### config.mk
export PLATFORM = sky130hd
export DESIGN_NAME = led_indicator
export DESIGN_NICKNAME = d
export VERILOG_FILES = /design/src/rtl/led_indicator_pkg.sv /design/src/rtl/led_tick_gen.sv /design/src/rtl/led_indicator.sv
export SDC_FILE = /design/constraint.sdc
export NUM_CORES = 1
export LEC_CHECK = 0
export CELL_PAD_IN_SITES_DETAIL_PLACEMENT = 0
export CELL_PAD_IN_SITES_GLOBAL_PLACEMENT = 1
export CORE_MARGIN = 5
export CORE_UTILIZATION = 40
export CTS_CLUSTER_SIZE = 8
export DETAILED_ROUTE_END_ITERATION = 10
export GPL_TIMING_DRIVEN = 0
export HOLD_SLACK_MARGIN = 0.12
export PLACE_DENSITY_LB_ADDON = 0.1
export SKIP_CTS_REPAIR_TIMING = 1
export SLEW_MARGIN = 25
export SYNTH_ARGS = -nofsm -noshare
export SYNTH_HDL_FRONTEND = slang
export SYNTH_SLANG_ARGS = --single-unit
### constraint.sdc
create_clock -name i_clock -period 1.5 [get_ports i_clock]
set_input_delay 0.45 -clock i_clock [delete_from_list [all_inputs] [get_ports i_clock]]
set_output_delay 0.45 -clock i_clock [all_outputs]
set_load 0.02 [all_outputs]
### src/rtl/led_indicator_pkg.sv
// Shared definitions for the LED indicator: FSM encodings, default parameters
// and the width helper used to size counters.
package led_indicator_pkg;

  typedef enum logic {
    ST_IDLE  = 1'b0,
    ST_FLASH = 1'b1
  } led_state_t;

  localparam int DEF_N_LED    = 1;
  localparam int DEF_TICK_DIV = 25000;
  localparam int DEF_N_FLASH  = 3;

  // Ceiling log2, never less than 1 so a counter always has at least one bit.
  function automatic int clog2(input int v);
    int r;
    r = 0;
    while ((1 << r) < v) r++;
    return (r < 1) ? 1 : r;
  endfunction

endpackage

### src/rtl/led_tick_gen.sv
// Free-running prescaler 0..TICK_DIV-1; o_tick is high for the cycle in which
// the count sits at its last value.
module led_tick_gen
  import led_indicator_pkg::*;
#(
  parameter int TICK_DIV = DEF_TICK_DIV
) (
  input  logic                        i_clock,
  input  logic                        i_reset,
  output logic                        o_tick,
  output logic [clog2(TICK_DIV)-1:0]  o_count
);

  localparam int CW = clog2(TICK_DIV);
  localparam logic [CW-1:0] LAST = CW'(TICK_DIV - 1);

  logic [CW-1:0] r_count;

  always_ff @(posedge i_clock) begin
    if (i_reset)               r_count <= '0;
    else if (r_count == LAST)  r_count <= '0;
    else                       r_count <= r_count + 1'b1;
  end

  assign o_tick  = (r_count == LAST);
  assign o_count = r_count;

endmodule

### src/rtl/led_indicator.sv
// Multi-channel LED indicator: each toggle of i_state[k] flashes o_led[k]
// N_FLASH times on the shared tick. Optional IDLE dimming: LED_INDICATOR_DIM_EN.
module led_indicator
  import led_indicator_pkg::*;
#(
  parameter int N_LED    = DEF_N_LED,
  parameter int TICK_DIV = DEF_TICK_DIV,
  parameter int N_FLASH  = DEF_N_FLASH
) (
  input  logic             i_clock,
  input  logic             i_reset,
  input  logic [N_LED-1:0] i_state,
  output logic [N_LED-1:0] o_led,
  output logic [N_LED-1:0] o_busy
);

  localparam int PW = clog2(2 * N_FLASH + 1);
  localparam int CW = clog2(TICK_DIV);
  localparam logic [PW-1:0] PH_LOAD = PW'(2 * N_FLASH);
  localparam logic [PW-1:0] PH_LAST = PW'(1);

  logic             w_tick;
  logic [CW-1:0]    w_count;
  logic             w_dim_on;
  logic [N_LED-1:0] r_prev;

  led_tick_gen #(.TICK_DIV(TICK_DIV)) u_tick (
    .i_clock (i_clock),
    .i_reset (i_reset),
    .o_tick  (w_tick),
    .o_count (w_count)
  );

`ifdef LED_INDICATOR_DIM_EN
  // Lit IDLE output only in one of every four prescaler phases.
  assign w_dim_on = (w_count[1:0] == 2'd0);
`else
  logic w_unused_count;
  assign w_unused_count = ^w_count;
  assign w_dim_on       = 1'b1;
`endif

  always_ff @(posedge i_clock) begin
    if (i_reset) r_prev <= '0;
    else         r_prev <= i_state;
  end

  for (genvar k = 0; k < N_LED; k++) begin : g_ch
    led_state_t    r_state;
    logic [PW-1:0] r_phase;
    logic          r_led;
    logic          r_busy;
    logic          w_change;
    logic          w_idle_led;

    assign w_change   = i_state[k] ^ r_prev[k];
    assign w_idle_led = i_state[k] & w_dim_on;

    always_ff @(posedge i_clock) begin
      if (i_reset) begin
        r_state <= ST_IDLE;
        r_phase <= '0;
        r_led   <= 1'b0;
        r_busy  <= 1'b0;
      end else if (w_change) begin
        // A change always (re)starts the flash, even on a tick edge.
        r_state <= ST_FLASH;
        r_phase <= PH_LOAD;
        r_led   <= 1'b1;
        r_busy  <= 1'b1;
      end else begin
        case (r_state)
          ST_FLASH: begin
            if (w_tick) begin
              if (r_phase == PH_LAST) begin
                r_state <= ST_IDLE;
                r_phase <= '0;
                r_led   <= w_idle_led;
                r_busy  <= 1'b0;
              end else begin
                r_phase <= r_phase - 1'b1;
                r_led   <= ~r_led;
              end
            end
          end
          default: begin
            r_state <= ST_IDLE;
            r_phase <= '0;
            r_led   <= w_idle_led;
            r_busy  <= 1'b0;
          end
        endcase
      end
    end

    assign o_led[k]  = r_led;
    assign o_busy[k] = r_busy;
  end

endmodule

# After elaboration in Yosys (flattened, before gate mapping)
# Cells that the tools add are included.
[totals] ff_bits=22 in_bits=3 wordCells=35
[classes] n_addsub=2 eq_ne=4 mux=16 n_bitwise=3 reduce_logical=3
[op_table] op="$add A15 B1 Y15 const B" n=1
[op_table] op="$eq A15 B15 Y1 const B" n=1
[op_table] op="$mux W1" n=12
[op_table] op="$mux W3" n=4
[op_table] op="$ne A3 B1 Y1 const B" n=2
[op_table] op="$eq A3 B1 Y1 const B" n=1
[op_table] op="$reduce_or A3 Y1" n=1
[op_table] op="$sub A3 B1 Y3 const B" n=1
[op_table] op="$not A1 Y1" n=2
[op_table] op="$reduce_and A2 Y1" n=1
[op_table] op="$reduce_or A2 Y1" n=1
[op_table] op="$xor A1 B1 Y1" n=1

# Logic depth before layout (Yosys ltp)
# Gate-level depths: netlist of the first run.
[depth] ltp_word=5 depth_mapped=7

# By module
# From an unflattened synthesis of the first run, not the netlist that was laid out.
[unflattened] hier_cells=115 area_unflattened_um2=1126.1
[modules_own_cells] mod="led_tick_gen" instances=1 cells_each=79 area_per_inst_um2=790.8 seq_area_each_um2=300.3
[modules_own_cells] mod="led_indicator" instances=1 cells_each=36 area_per_inst_um2=335.3 seq_area_each_um2=140.1

# Least setup slack after synthesis of the first run
# Ideal clock, no wire load.
[synth_path] path_type="register to register" from="reg u_tick.r_count[0], in the netlist u_tick.o_count[0]" to="reg u_tick.r_count[14], in the netlist u_tick.o_count[14]" t_arrival_ns=1.403 t_required_ns=1.430 setup_slack_ns=0.026 path_stages_with_launch=7 n_path_buf=1 period_less_slack_ns=1.474 cell_sequence="dfxtp_1 ha_1 and3_1 buf_2 nand4_2 or3_1 a21oi_1"
[synth_between] elab_chain_len=2 word_cells_on_any_way=3 classes_between="add/sub (1); eq/ne (1); reduce/logical (1)"
[synth_lines] element="start: declaration" line_no="led_tick_gen.sv:17" rtl="logic [CW-1:0] r_count;"
[synth_lines] element="start signal: assignment" line_no="led_tick_gen.sv:22" rtl="else r_count <= r_count + 1'b1;"
[synth_lines] element="branches (longest 2 deep; another with $add A15 B1 Y15)"
# Several ways; the timed one is not identified.
# A chain may end at the register's enable or synchronous reset.

# Worst setup path in the final report of the first run
[layout_path] from="reg u_tick.r_count[0], in the netlist u_tick.o_count[0]" to="reg g_ch[0].r_phase[1]"
[layout_between] elab_chain_len=2
[layout_lines] element="$eq A15 B15 Y1" line_no="led_tick_gen.sv:25" rtl="assign o_tick = (r_count == LAST);"
[layout_lines] element="$ne A3 B1 Y1 (no line)"
[layout_lines] element="end signal: assignment" line_no="led_indicator.sv:81" rtl="r_phase <= r_phase - 1'b1;"
[layout_lines] element="end: declaration" line_no="led_indicator.sv:50" rtl="logic [PW-1:0] r_phase;"
# Every way passes these cells.

==> flow_metrics.py, run 1 <==
metrics = {
    "sta": {
        "rsz0062_at_grt": "true",
        "report.final.setup_viol": 0,
        "timing.final.ws_setup_ps": 37.56,
        "fmax_mhz": 683.8,
        "hold_viol": 0,
        "hold-worst-slack_ps": 509.8,
        "drv_slew": 0,
        "max_slew_margin_pct": 73.77,
        "worst_slew_pin_slew_ps": 391.5,
        "period_share_pct": 97.50,
        "fin_skew_ps": 2.267,
        "fin_crit_ps": 1462,
    },
    "yosys": {
        "yosys.area.top_type": "dfxtp_1",
        "yosysSeqAreaShare_pct": 42.31,
        "synth.distinct_cells": 35,
        "ys_ff_latch": 22,
        "avgSynthCellArea_um2": 9.464,
        "yosys_warnings": 0,
        "synth_edf_count": 0,
        "synth_ff_type": "dfxtp_1",
        "synth_top_area_share_pct": 42.31,
        "syn_nets": 116,
        "syn_inst": 110,
        "async_reset_ff_share_pct": 0,
        "synth_area_leaders": "dfxtp_1, xnor2_1, nor2_1, xor2_1, ha_1",
        "syn_area_um2": 1041,
    },
    "setup_path": {
        "cp.required_ps": 1740,
        "slowest_delay_ps": 360,
        "endpoint_kind": "register",
        "crit_buf_inv": 1,
        "crit_path_max_fanout": 8,
        "crit_type": "register to register",
        "worstPathCellList": "ha_4 > and3_4 > buf_6 > nand4_4 > mux2_2 > o22ai_1",
        "slowest_stage": "dfxtp_2",
        "critical_path_arrival_ps": 1700,
        "path_delay_family": "flip-flops",
        "start_kind": "register",
    },
    "finish": {
        "utilization_pct": 52.47,
        "fillers": 238,
        "multiInputGateArea_um2": 606.8,
        "nets": 133,
        "diodes": 0,
        "seq_area_um2": 442.9,
        "drive_gt1_share_pct": 25.40,
        "areaGrowthSynthToFinish_pct": 24.88,
        "stdcell_count": 156,
    },
    "die": {
        "fp.dieW_um": 61.02,
        "initial_core_util_pct": 42.02,
        "io-pin-count": 5,
        "die_y_um": 61.02,
        "rows": 18,
        "fp.dieArea_um2": 3723,
        "core_um2": 2477,
    },
    "global_routing": {
        "antenna_found_initial": 0,
        "grt_pass1_wl_um": 2953,
        "grt-ovfl-total": 0,
        "grt_pass1_vias": 669,
        "track_usage_pct": 10.89,
        "grt_start_max_net_pins": 13,
    },
    "job": {
        "drv_cap": 0,
    },
    "route": {
        "firstDrtPassIters": 4,
        "wl_per_cell_um": 12.16,
        "vias": 787,
        "drcViolationCount": 0,
        "first_iter_violations": 23,
        "drt_wl_total_um": 1897,
        "vias_per_cell": 5.045,
        "ant_nets": 0,
    },
    "placement": {
        "preCtsSetupSlack_ps": -396.8,
        "dp_hpwl_um": 1312,
        "dp.cells": 144,
        "io_buffers": 4,
        "globalplace.congestion": 0.7304,
    },
    "clocking": {
        "cts_buffers": 3,
        "cts-htree-levels": 1,
        "cts_tree": "built",
        "cts_buffer_depth": 2,
        "clk_pin_slew_ps": 120,
        "root_buffer": "clkbuf_4",
        "clock_sink_count": 22,
        "clock_latency_ps": 300,
    },
    "power_and_ir_drop": {
        "ir_drop_uv": 564.8,
        "p_comb_share_pct": 11.4,
        "pwr-share-seq_pct": 58.1,
        "p_int_mw": 0.8221,
        "p_leak_nw": 0.5252,
        "powerDensity_nw_per_um2": 827.7,
        "p_sw_share_pct": 23.60,
        "switchingPower_mw": 0.2539,
        "power_frac_clock_pct": 30.6,
    },
    "status": {
        "status": "finished clean",
    },
    "worst_hold_path": {
        "hp-class": "register to register",
    },
}
-- Yosys cell counts (2+ instances only) --
library cell,count
inv_1,5
dfxtp_1,22
xor2_1,6
nand2_1,6
xnor2_1,7
ha_1,3
o22ai_1,2
nor3_1,2
and4_1,2
nor2_1,16
o21ai_0,3
mux2i_1,3
a21oi_1,4
nand3_1,5
nand4_1,2
nand2b_1,3
-- routing by layer --
layer  global-route usage, %  wire, µm  vias to the layer above
li1                        -         -                      413
met1                   14.87      1016                      370
met2                   15.57       829                        2
met3                   2.516        34                        2
met4                   6.502        17                        0
met5                       0         0                        -
-- worst register-to-register path, stage by stage, from the launching register on --
cell	delay [ps]
dfxtp_2	360
ha_4	160
and3_4	170
buf_6	120
nand4_4	120
mux2_2	350
o22ai_1	110
-- per-stage QoR --
| step | setup TNS (ps) | total power, mW | cell area, µm² |
|---|---|---|---|
| 2_1_floorplan | 0 | 0.7000 | 1041 |
| 4_1_cts | -3419 | 1.065 | 1155 |
| 3_3_place_gp | -4337 | 0.7306 | 1119 |
| 3_5_place_dp | -4969 | 0.7339 | 1119 |
| 6_report | 0 | 1.076 | 1300 |
| 5_1_grt | -43.15 | 1.131 | 1300 |
-- power by group through the flow --
| stage | combinational, mW | clock, mW | sequential, mW |
|---|---|---|---|
| 2_1_floorplan | 0.0617 | 0 | 0.638 |
| 3_3_place_gp | 0.0975 | 0 | 0.633 |
| 3_5_place_dp | 0.0994 | 0 | 0.634 |
| 4_1_cts | 0.0998 | 0.343 | 0.621 |
| 5_1_grt | 0.134 | 0.368 | 0.628 |
| 6_report | 0.122 | 0.329 | 0.625 |
-- state kept, by name (all words and copies together), names as in the netlist --
name / flops
g_ch.r_phase: 3
g_ch.r_state: 1
o_busy: 1
o_led: 1
r_prev: 1
u_tick.o_count: 15
-- placed cells by master (no fill, tap or decap), types with 3 or more instances in the layout --
cell,Yosys,final
nand2_1,6,6
a21oi_1,4,3
dfxtp_1,22,20
inv_1,5,5
xnor2_1,7,6
o21ai_0,3,3
buf_4,1,6
clkbuf_4,0,3
nor2_1,16,16
nand3_1,5,5
xor2_1,6,6
mux2i_1,3,3
-- layout make-up --
class	instances	area share, %
plain buffers	3	2.406
clock buffers	4	2.791
inverters	5	1.444
multi-input cells	80	46.68
flip-flops and latches	22	34.07
well taps	30	2.887
repair buffers	12	9.721
-- logic make-up after synthesis --
logic type	Yosys count	synth area share (%)
xor gates and xnor gates	13	10.94
muxes	4	3.966
adders and majority gates	3	3.606
buffers and inverters	8	3.485
and+or+nand+nor	49	28.97
AOI/OAI and AO/OA	11	6.730
DFF	22	42.31
-- worst paths after layout --
check                          from                  to  slack (ps)  cells past startpoint
setup / recovery  u_tick.o_count[0]  g_ch[0].r_phase[1]          40                      6
hold / removal               o_busy              o_busy         510                      2
hold reg to reg              o_busy              o_busy         510                      2
setup reg to reg  u_tick.o_count[0]  g_ch[0].r_phase[1]          40                      6
No activity file was read; power rests on OpenSTA's default activity.
==> run 2, diff against run 1 <==
- CORE_MARGIN: 5 -> 10
==> run 2 against run 1 <==
  * Worst hold slack got worse by 64 ps
  * Register-to-register slack got worse by 20 ps
  * Highest routed layer unchanged
  * Power rose by 11%
  * Critical endpoint is now g_ch[0].r_phase[0]
==> flow_metrics.py, run 2 (synthesis gave the netlist of run 1 again) <==
metrics = {
    "status": {
        "status": "finished clean",
    },
    "power_and_ir_drop": {
        "p_leak_nw": 0.5222,
        "powerDensity_nw_per_um2": 913.6,
        "p_total_mw": 1.191,
        "ir_drop_uv": 983.3,
    },
    "die": {
        "initial_core_util_pct": 42.02,
        "rows": 18,
        "die_y_um": 71.02,
        "io-pin-count": 5,
        "core_um2": 2477,
        "fp.dieArea_um2": 5043,
        "fp.dieW_um": 71.02,
    },
    "global_routing": {
        "grt_pass1_wl_um": 3208,
        "antenna_found_initial": 0,
        "grt_pass1_vias": 694,
        "grt-ovfl-total": 0,
        "track_usage_pct": 7.651,
        "grt_start_max_net_pins": 14,
    },
    "setup_path": {
        "slowest_delay_ps": 380,
        "crit_buf_inv": 2,
        "slowest_stage": "dfxtp_2",
        "critical_path_arrival_ps": 1720,
        "endpoint_kind": "register",
        "worstPathCellList": "ha_4 > and3_4 > buf_6 > nand4_4 > buf_4 > mux2i_1 > nor3b_1",
        "crit_path_max_fanout": 8,
        "path_delay_family": "simple AND/OR/NAND/NOR gates",
        "crit_type": "register to register",
        "cp.required_ps": 1740,
        "start_kind": "register",
    },
    "route": {
        "top_layer_used": "met4",
        "wl_per_cell_um": 12.16,
        "m1WireLength_um": 942,
        "first_iter_violations": 31,
        "route.met3.wl_um": 61,
        "dr_wl_met2_um": 854,
        "firstDrtPassIters": 4,
        "vias_per_cell": 5.013,
        "vias": 772,
        "drt_wl_total_um": 1872,
        "ant_nets": 0,
        "drcViolationCount": 0,
    },
    "sta": {
        "fmax_mhz": 676.6,
        "period_share_pct": 98.53,
        "report.final.setup_viol": 0,
        "fin_crit_ps": 1478,
        "rsz0062_at_grt": "true",
        "worst_slew_pin_slew_ps": 414.1,
        "hold-worst-slack_ps": 445.3,
        "fin_skew_ps": 5.071,
        "max_slew_margin_pct": 72.26,
        "hold_viol": 0,
        "drv_slew": 0,
    },
    "clocking": {
        "cts-htree-levels": 1,
        "clock_sink_count": 22,
        "cts_buffers": 3,
        "clk_pin_slew_ps": 120,
        "root_buffer": "clkbuf_4",
        "cts_buffer_depth": 2,
        "cts_tree": "built",
        "clock_latency_ps": 310,
    },
    "job": {
        "drv_cap": 0,
    },
    "finish": {
        "nets": 131,
        "utilization_pct": 52.63,
        "final_common_cell": "dfxtp_1",
        "drive_gt1_share_pct": 26.61,
        "final_cell_mix": "dfxtp_1, nor2_1",
        "diodes": 0,
        "areaGrowthSynthToFinish_pct": 25.24,
        "largest_register_ffs": 15,
        "fin_area_um2": 1304,
        "stdcell_count": 154,
    },
    "placement": {
        "io_buffers": 4,
        "dp.cells": 144,
        "globalplace.congestion": 0.7234,
        "dp_hpwl_um": 1341,
        "dpl-instance-area_um2": 1119,
    },
    "worst_hold_path": {
        "hp-class": "register to register",
    },
}
==> run 2: area by class of cell <==
cell class              instances  area, µm²
multi-input cells              80      626.9
clock buffers                   3      22.52
fillers                       230       1174
repair buffers                 10      90.09
clock inverters                 1      30.03
well taps                      30      37.54
inverters                       5      18.77
plain buffers                   3      31.28
flip-flops and latches         22      446.7
==> run 2: power breakdown <==
group	internal (mW)	switching [mW]
Sequential	0.607	0.0176
Clock	0.270	0.182
Combinational	0.0602	0.0550
Total	0.937	0.254
==> run 2: per-stage QoR <==
step | TNS (ps) | worst slack, ps
2_1_floorplan | 0 | 26.49
4_1_cts | -3439 | -244.5
3_5_place_dp | -4452 | -391.4
5_1_grt | -236.0 | -76.67
3_3_place_gp | -4294 | -368.5
6_report | 0 | 22.11
==> run 2: worst paths after layout <==
path	start	end	slack, ps	cells after the start
worst min-delay path	u_tick.o_count[0]	u_tick.o_count[0]	450	1
worst min register to register	u_tick.o_count[0]	u_tick.o_count[0]	450	1
worst max register to register	u_tick.o_count[1]	g_ch[0].r_phase[0]	20	7
worst max-delay path	u_tick.o_count[1]	g_ch[0].r_phase[0]	20	7
==> run 2: layer usage <==
| metal | GRT usage [%] | up-vias |
|---|---|---|
| met4 | 1.935 | 0 |
| li1 | - | 409 |
| met2 | 10.78 | 6 |
| met3 | 3.068 | 2 |
| met5 | 0 | - |
| met1 | 10.45 | 355 |
